===== src/rtl/cpu_addi_pkg.sv =====
// Shared types and defaults for the bit-serial ADDI execute stage.
// Used by addi_serial_unit and its full-adder cell.
package cpu_addi_pkg;

   localparam int ADDI_DATA_W = 16;
   localparam int ADDI_IMM_W  = 6;

   typedef enum logic [1:0] {
      IDLE,
      RUN,
      DONE
   } addi_state_t;

endpackage


===== src/rtl/addi_serial_unit_fa_cell.sv =====
// Single-bit full adder cell for the serial ADDI datapath.
// Purely combinational: one instance is reused every RUN cycle.
module fa_cell (
   input  logic a,
   input  logic b,
   input  logic cin,
   output logic s,
   output logic cout
);

   assign s    = a ^ b ^ cin;
   assign cout = (a & b) | (a & cin) | (b & cin);

endmodule


===== src/rtl/addi_serial_unit.sv =====
// Bit-serial ADDI execute stage: rs + sext(immediate), one bit per clock.
// Flag outputs are built only when ADDI_SERIAL_FLAGS_EN is defined.
module addi_serial_unit
   import cpu_addi_pkg::*;
#(
   parameter int DATA_W = ADDI_DATA_W,
   parameter int IMM_W  = ADDI_IMM_W
) (
   input  logic              clk,
   input  logic              rst_n,
   input  logic              in_valid,
   output logic              in_ready,
   input  logic [DATA_W-1:0] rs,
   input  logic [IMM_W-1:0]  immediate,
   output logic              out_valid,
   output logic [DATA_W-1:0] result,
   output logic              cout,
   output logic              overflow,
   output logic              zero
);

   localparam int CW = $clog2(DATA_W);

   addi_state_t       state;
   logic [DATA_W-1:0] a_sr;
   logic [DATA_W-1:0] b_sr;
   logic [DATA_W-1:0] acc;
   logic [DATA_W-1:0] imm_ext;
   logic              carry;
   logic [CW-1:0]     cnt;
   logic              s;
   logic              c_next;

`ifdef ADDI_SERIAL_FLAGS_EN
   logic c_msb_in;
`endif

   assign imm_ext  = {{(DATA_W-IMM_W){immediate[IMM_W-1]}}, immediate};
   assign in_ready = (state == IDLE) && rst_n;

   fa_cell u_fa (
      .a    (a_sr[0]),
      .b    (b_sr[0]),
      .cin  (carry),
      .s    (s),
      .cout (c_next)
   );

   always_ff @(posedge clk) begin
      if (!rst_n) begin
         state     <= IDLE;
         a_sr      <= '0;
         b_sr      <= '0;
         acc       <= '0;
         carry     <= 1'b0;
         cnt       <= '0;
         result    <= '0;
         out_valid <= 1'b0;
`ifdef ADDI_SERIAL_FLAGS_EN
         c_msb_in  <= 1'b0;
         cout      <= 1'b0;
         overflow  <= 1'b0;
         zero      <= 1'b0;
`endif
      end else begin
         out_valid <= 1'b0;
         unique case (state)
            IDLE: begin
               if (in_valid) begin
                  a_sr  <= rs;
                  b_sr  <= imm_ext;
                  carry <= 1'b0;
                  cnt   <= '0;
                  acc   <= '0;
                  state <= RUN;
               end
            end
            RUN: begin
               acc   <= {s, acc[DATA_W-1:1]};
               a_sr  <= a_sr >> 1;
               b_sr  <= b_sr >> 1;
               carry <= c_next;
               cnt   <= cnt + CW'(1);
`ifdef ADDI_SERIAL_FLAGS_EN
               // carry into the MSB, needed for signed overflow
               if (cnt == CW'(DATA_W-2))
                  c_msb_in <= c_next;
`endif
               if (cnt == CW'(DATA_W-1))
                  state <= DONE;
            end
            DONE: begin
               result    <= acc;
               out_valid <= 1'b1;
`ifdef ADDI_SERIAL_FLAGS_EN
               cout      <= carry;
               overflow  <= carry ^ c_msb_in;
               zero      <= (acc == '0);
`endif
               state     <= IDLE;
            end
            default: state <= IDLE;
         endcase
      end
   end

`ifndef ADDI_SERIAL_FLAGS_EN
   assign cout     = 1'b0;
   assign overflow = 1'b0;
   assign zero     = 1'b0;
`endif

endmodule

===== config.mk =====
export PLATFORM = sky130hd
export DESIGN_NAME = addi_serial_unit
export DESIGN_NICKNAME = d
export VERILOG_FILES = /design/src/rtl/cpu_addi_pkg.sv /design/src/rtl/addi_serial_unit_fa_cell.sv /design/src/rtl/addi_serial_unit.sv
export SDC_FILE = /design/constraint.sdc
export NUM_CORES = 1
export LEC_CHECK = 0
export BUFFER_PORTS_ARGS = -buffer_cell sky130_fd_sc_hd__buf_4
export CAP_MARGIN = 0
export CORE_MARGIN = 2
export CORE_UTILIZATION = 52
export CTS_BUF_LIST = sky130_fd_sc_hd__clkbuf_4 sky130_fd_sc_hd__clkbuf_8
export DETAILED_ROUTE_END_ITERATION = 16
export GPL_TIMING_DRIVEN = 1
export PLACE_DENSITY_LB_ADDON = 0.15
export SLEW_MARGIN = 10
export SYNTH_ARGS = -nofsm -noshare
export SYNTH_HDL_FRONTEND = slang
export SYNTH_SLANG_ARGS = --single-unit

===== constraint.sdc =====
create_clock -name clk -period 1.3 [get_ports clk]
set_input_delay 0.065 -clock clk [delete_from_list [all_inputs] [get_ports clk]]
set_output_delay 0.065 -clock clk [all_outputs]
set_load 0.005 [all_outputs]

==> impl.org <==
** Global route
- The via count of the first global-routing pass was 2,171.
- Total global routing track utilization :: 0.210
- The first global-routing pass estimated 9890 um of wire.
- Global routing finished with a remaining overflow of 0.
- The initial antenna violation count was 0.
- Pin count of the biggest net entering global routing :: 33

** Final layout
- Antenna diode count :: 0
- The finished cells cover 0.00363 mm2.
- Layout Area Growth over Synthesis :: 32.7%
- Leaving out fill and tap cells, the most frequent cells in the layout are 70 x sky130_fd_sc_hd__dfxtp_1, 68 x sky130_fd_sc_hd__a21oi_1, 55 x sky130_fd_sc_hd__nand2_1, 53 x sky130_fd_sc_hd__buf_4, 21 x sky130_fd_sc_hd__dlygate4sd3_1.
- # fillers :: 414
- Area of the multi-input gates :: 0.00115 mm2
- Fin nets :: 392
- Leaving out fill and tap cells, the most frequent cell in the layout is sky130_fd_sc_hd__dfxtp_1.
- In the final layout, flip-flops and latches occupy 0.00145 mm2.
- Fraction of final layout cells sized beyond drive strength 1 :: 0.228

** Setup path
- Arrival time of data at the critical path endpoint :: 1530 ps
- Required time reported for the critical path endpoint :: 1570 ps
- Top fanout value on the critical path :: 16
- Crit end category :: register
- STA classifies the critical path startpoint as a register.
- The setup path with the least slack is of type register to register.

** Die
- In this run the count of I/O pins placed on the die edge is 46.
- Full die area :: 0.00585 mm2
- Starting density of the core :: 0.539
- # rows :: 26
- Height of the chip :: 76.5 um
- The region available for standard cell placement spans 0.00507 mm2.
- The floorplan step set the die width to 76.5 um.

** STA
- Max Clk Rate :: 798 MHz
- The final number of max-transition violations came to 0.
- Time the final worst path needs with I/O delays and setup :: 1250 ps
- Unrepaired setup endpoints after global routing :: yes
- Final count of hold timing violations :: 0
- Setup violations remaining at the end of the flow were counted as 0.
- Hold Slack :: 76.6 ps
- Worst path setup slack after routing :: 47.1 ps
- Adding up every negative setup slack in the final design gives 0 ps.
- Period utilisation layout :: 0.964
- Across the routed clock network, the largest skew measured is 4.47 ps.

** CTS
- In this run the number of H-tree levels came out at 3.
- The later pin in the worst-skew pair is clocked with a latency of 340 ps.
- Clock sink count :: 72
- Counting the buffers created by CTS gives 9.
- CTS clock-pin slew for the worst setup and hold paths :: 70 ps
- TritonCTS clock tree :: done
- Maximum clock insertion buffer count :: 2
- The tree is rooted in a sky130_fd_sc_hd__clkbuf_8.

** Synth
- For this run, the register share of the synthesized area comes to 0.527.
- Mapped Avg Cell Area :: 9.17 um2
- Flops & latches, synth :: 72
- The cell area that synthesis handed to floorplanning was 0.00273 mm2.
- The Yosys step of the flow raised 0 warnings.
- The synthesized netlist contains 31 unique library cells.
- Counting every instance in the synthesized netlist gives 298.

** Place
- Worst-case setup slack after placement :: -81.9 ps
- I/O Buffers :: 42
- Summed over all nets, the half-perimeter wirelength after detailed placement is 3320 um.
- Routability congestion estimate from global placement :: 0.740
- Summing all placed instances gives a cell area of 0.00309 mm2.

** Routing
- Detailed Routing Iterations Pass 1 :: 4
- DRT antenna net count :: 0
- In the final routed layout, each cell accounts on average for 13.2 um.
- The final route contains 2,333 vias.
- The detailed router finished its first iteration with 90 violations.
- Dividing the detail-routed via count by the number of cells gives 5.31.
- Number of design rule violations left after detail routing :: 0
- Summed over all layers, the routed wires come to 5790 um.

** Run
- Max-cap violations in this run came to 0.

** Pwr
- Leak :: 1.48 nW
- Dividing total power by cell area gives a power density of 1280 mW/mm2.
- Max rail drop VDD :: 758 uV

** Outcome
- The run finished with clean final reports.

** Worst hold path
- The min-delay analysis places its worst path in the category input pin to register.
layer usage:
| layer | track usage | part of all wire | vias up |
|---|---|---|---|
| li1 | - | - | 1176 |
| met3 | 0.0581 | 0.039 | 6 |
| met5 | 0 | 0 | - |
| met4 | 0.0964 | 0.012 | 0 |
| met1 | 0.250 | 0.45 | 1094 |
| met2 | 0.353 | 0.50 | 57 |
sequential cells by signal (all words and copies together) (netlist names):
signal / cells
acc: 16
b_sr: 16
cnt: 4
a_sr: 16
out_valid: 1
result: 16
state: 2
carry: 1
critical path, stage by stage, from the launching register on:
cell and delay (ps):
sky130_fd_sc_hd__dfxtp_4 380, sky130_fd_sc_hd__buf_6 100, sky130_fd_sc_hd__nor2b_4 240, sky130_fd_sc_hd__clkbuf_16 220, sky130_fd_sc_hd__a22oi_1 80, sky130_fd_sc_hd__a21oi_1 160
cells in the mapped netlist (all sizes together):
cell / instances / area, um2
dfxtp: 72 / 1440
a21oi: 68 / 340
nand2: 55 / 206
buf: 22 / 156
o21ai: 20 / 100
a22o: 18 / 158
a22oi: 10 / 75.1
nor2: 6 / 46.3
clkbuf: 5 / 18.8
nand3: 3 / 15.0
nand2b: 2 / 20.0
nor2b: 2 / 12.5
nor3: 2 / 10.0
a31oi: 1 / 6.26
a32oi: 1 / 8.76
a41oi: 1 / 8.76
and4: 1 / 8.76
conb: 1 / 3.75
fa: 1 / 20.0
ha: 1 / 12.5
inv: 1 / 3.75
mux2i: 1 / 10.0
o211a: 1 / 10.0
o21ba: 1 / 16.3
o21bai: 1 / 18.8
or3: 1 / 6.26
power by group:
group | switching (mW) | internal, mW
Combinational | 0.239 | 0.243
Clock | 0.776 | 1.06
Sequential | 0.0505 | 2.29
logic make-up after synthesis:
group	count (synthesis)	share of synthesized area
muxes	1	0.00366
DFF	72	0.527
AOI/OAI and AO/OA	122	0.271
and+or+nand+nor	72	0.119
other	1	0.00137
buffers and inverters	28	0.0654
adders and majority gates	2	0.0119
path summary, 6_finish.rpt:
check	to	slack [ps]	start	depth (start not counted)
max	b_sr[10]	50	state[0]	5
min	a_sr[15]	80	in_valid	3
max reg2reg	b_sr[10]	50	state[0]	5
min reg2reg	result[12]	450	result[12]	2
per-stage QoR:
stage,utilization,total power [mW],instances
6_report,0.715,4.65,439
5_1_grt,0.715,4.86,439
3_3_place_gp,0.609,2.76,396
4_1_cts,0.699,4.65,436
2_1_floorplan,-,2.64,300
3_5_place_dp,0.609,2.76,396
cell type report:
class / instances / area share
sequential: 72 / 0.399
multi-input combinational: 201 / 0.316
timing repair buffer: 80 / 0.201
clock buffer: 13 / 0.0476
tap: 70 / 0.0241
clock inverter: 2 / 0.0103
inverter: 1 / 0.00103
what timing repair did:
item | in CTS | in global routing
pin swaps | 2 | 5
hold buffers | 21 | 0
endpoints found under the setup margin | 41 | 49
buffers inserted | 3 | 1
endpoints found under the hold margin | 21 | 0
gates resized for setup | 3 | 12
gates cloned | 1 | 2
(Power assumes the default switching activity.)
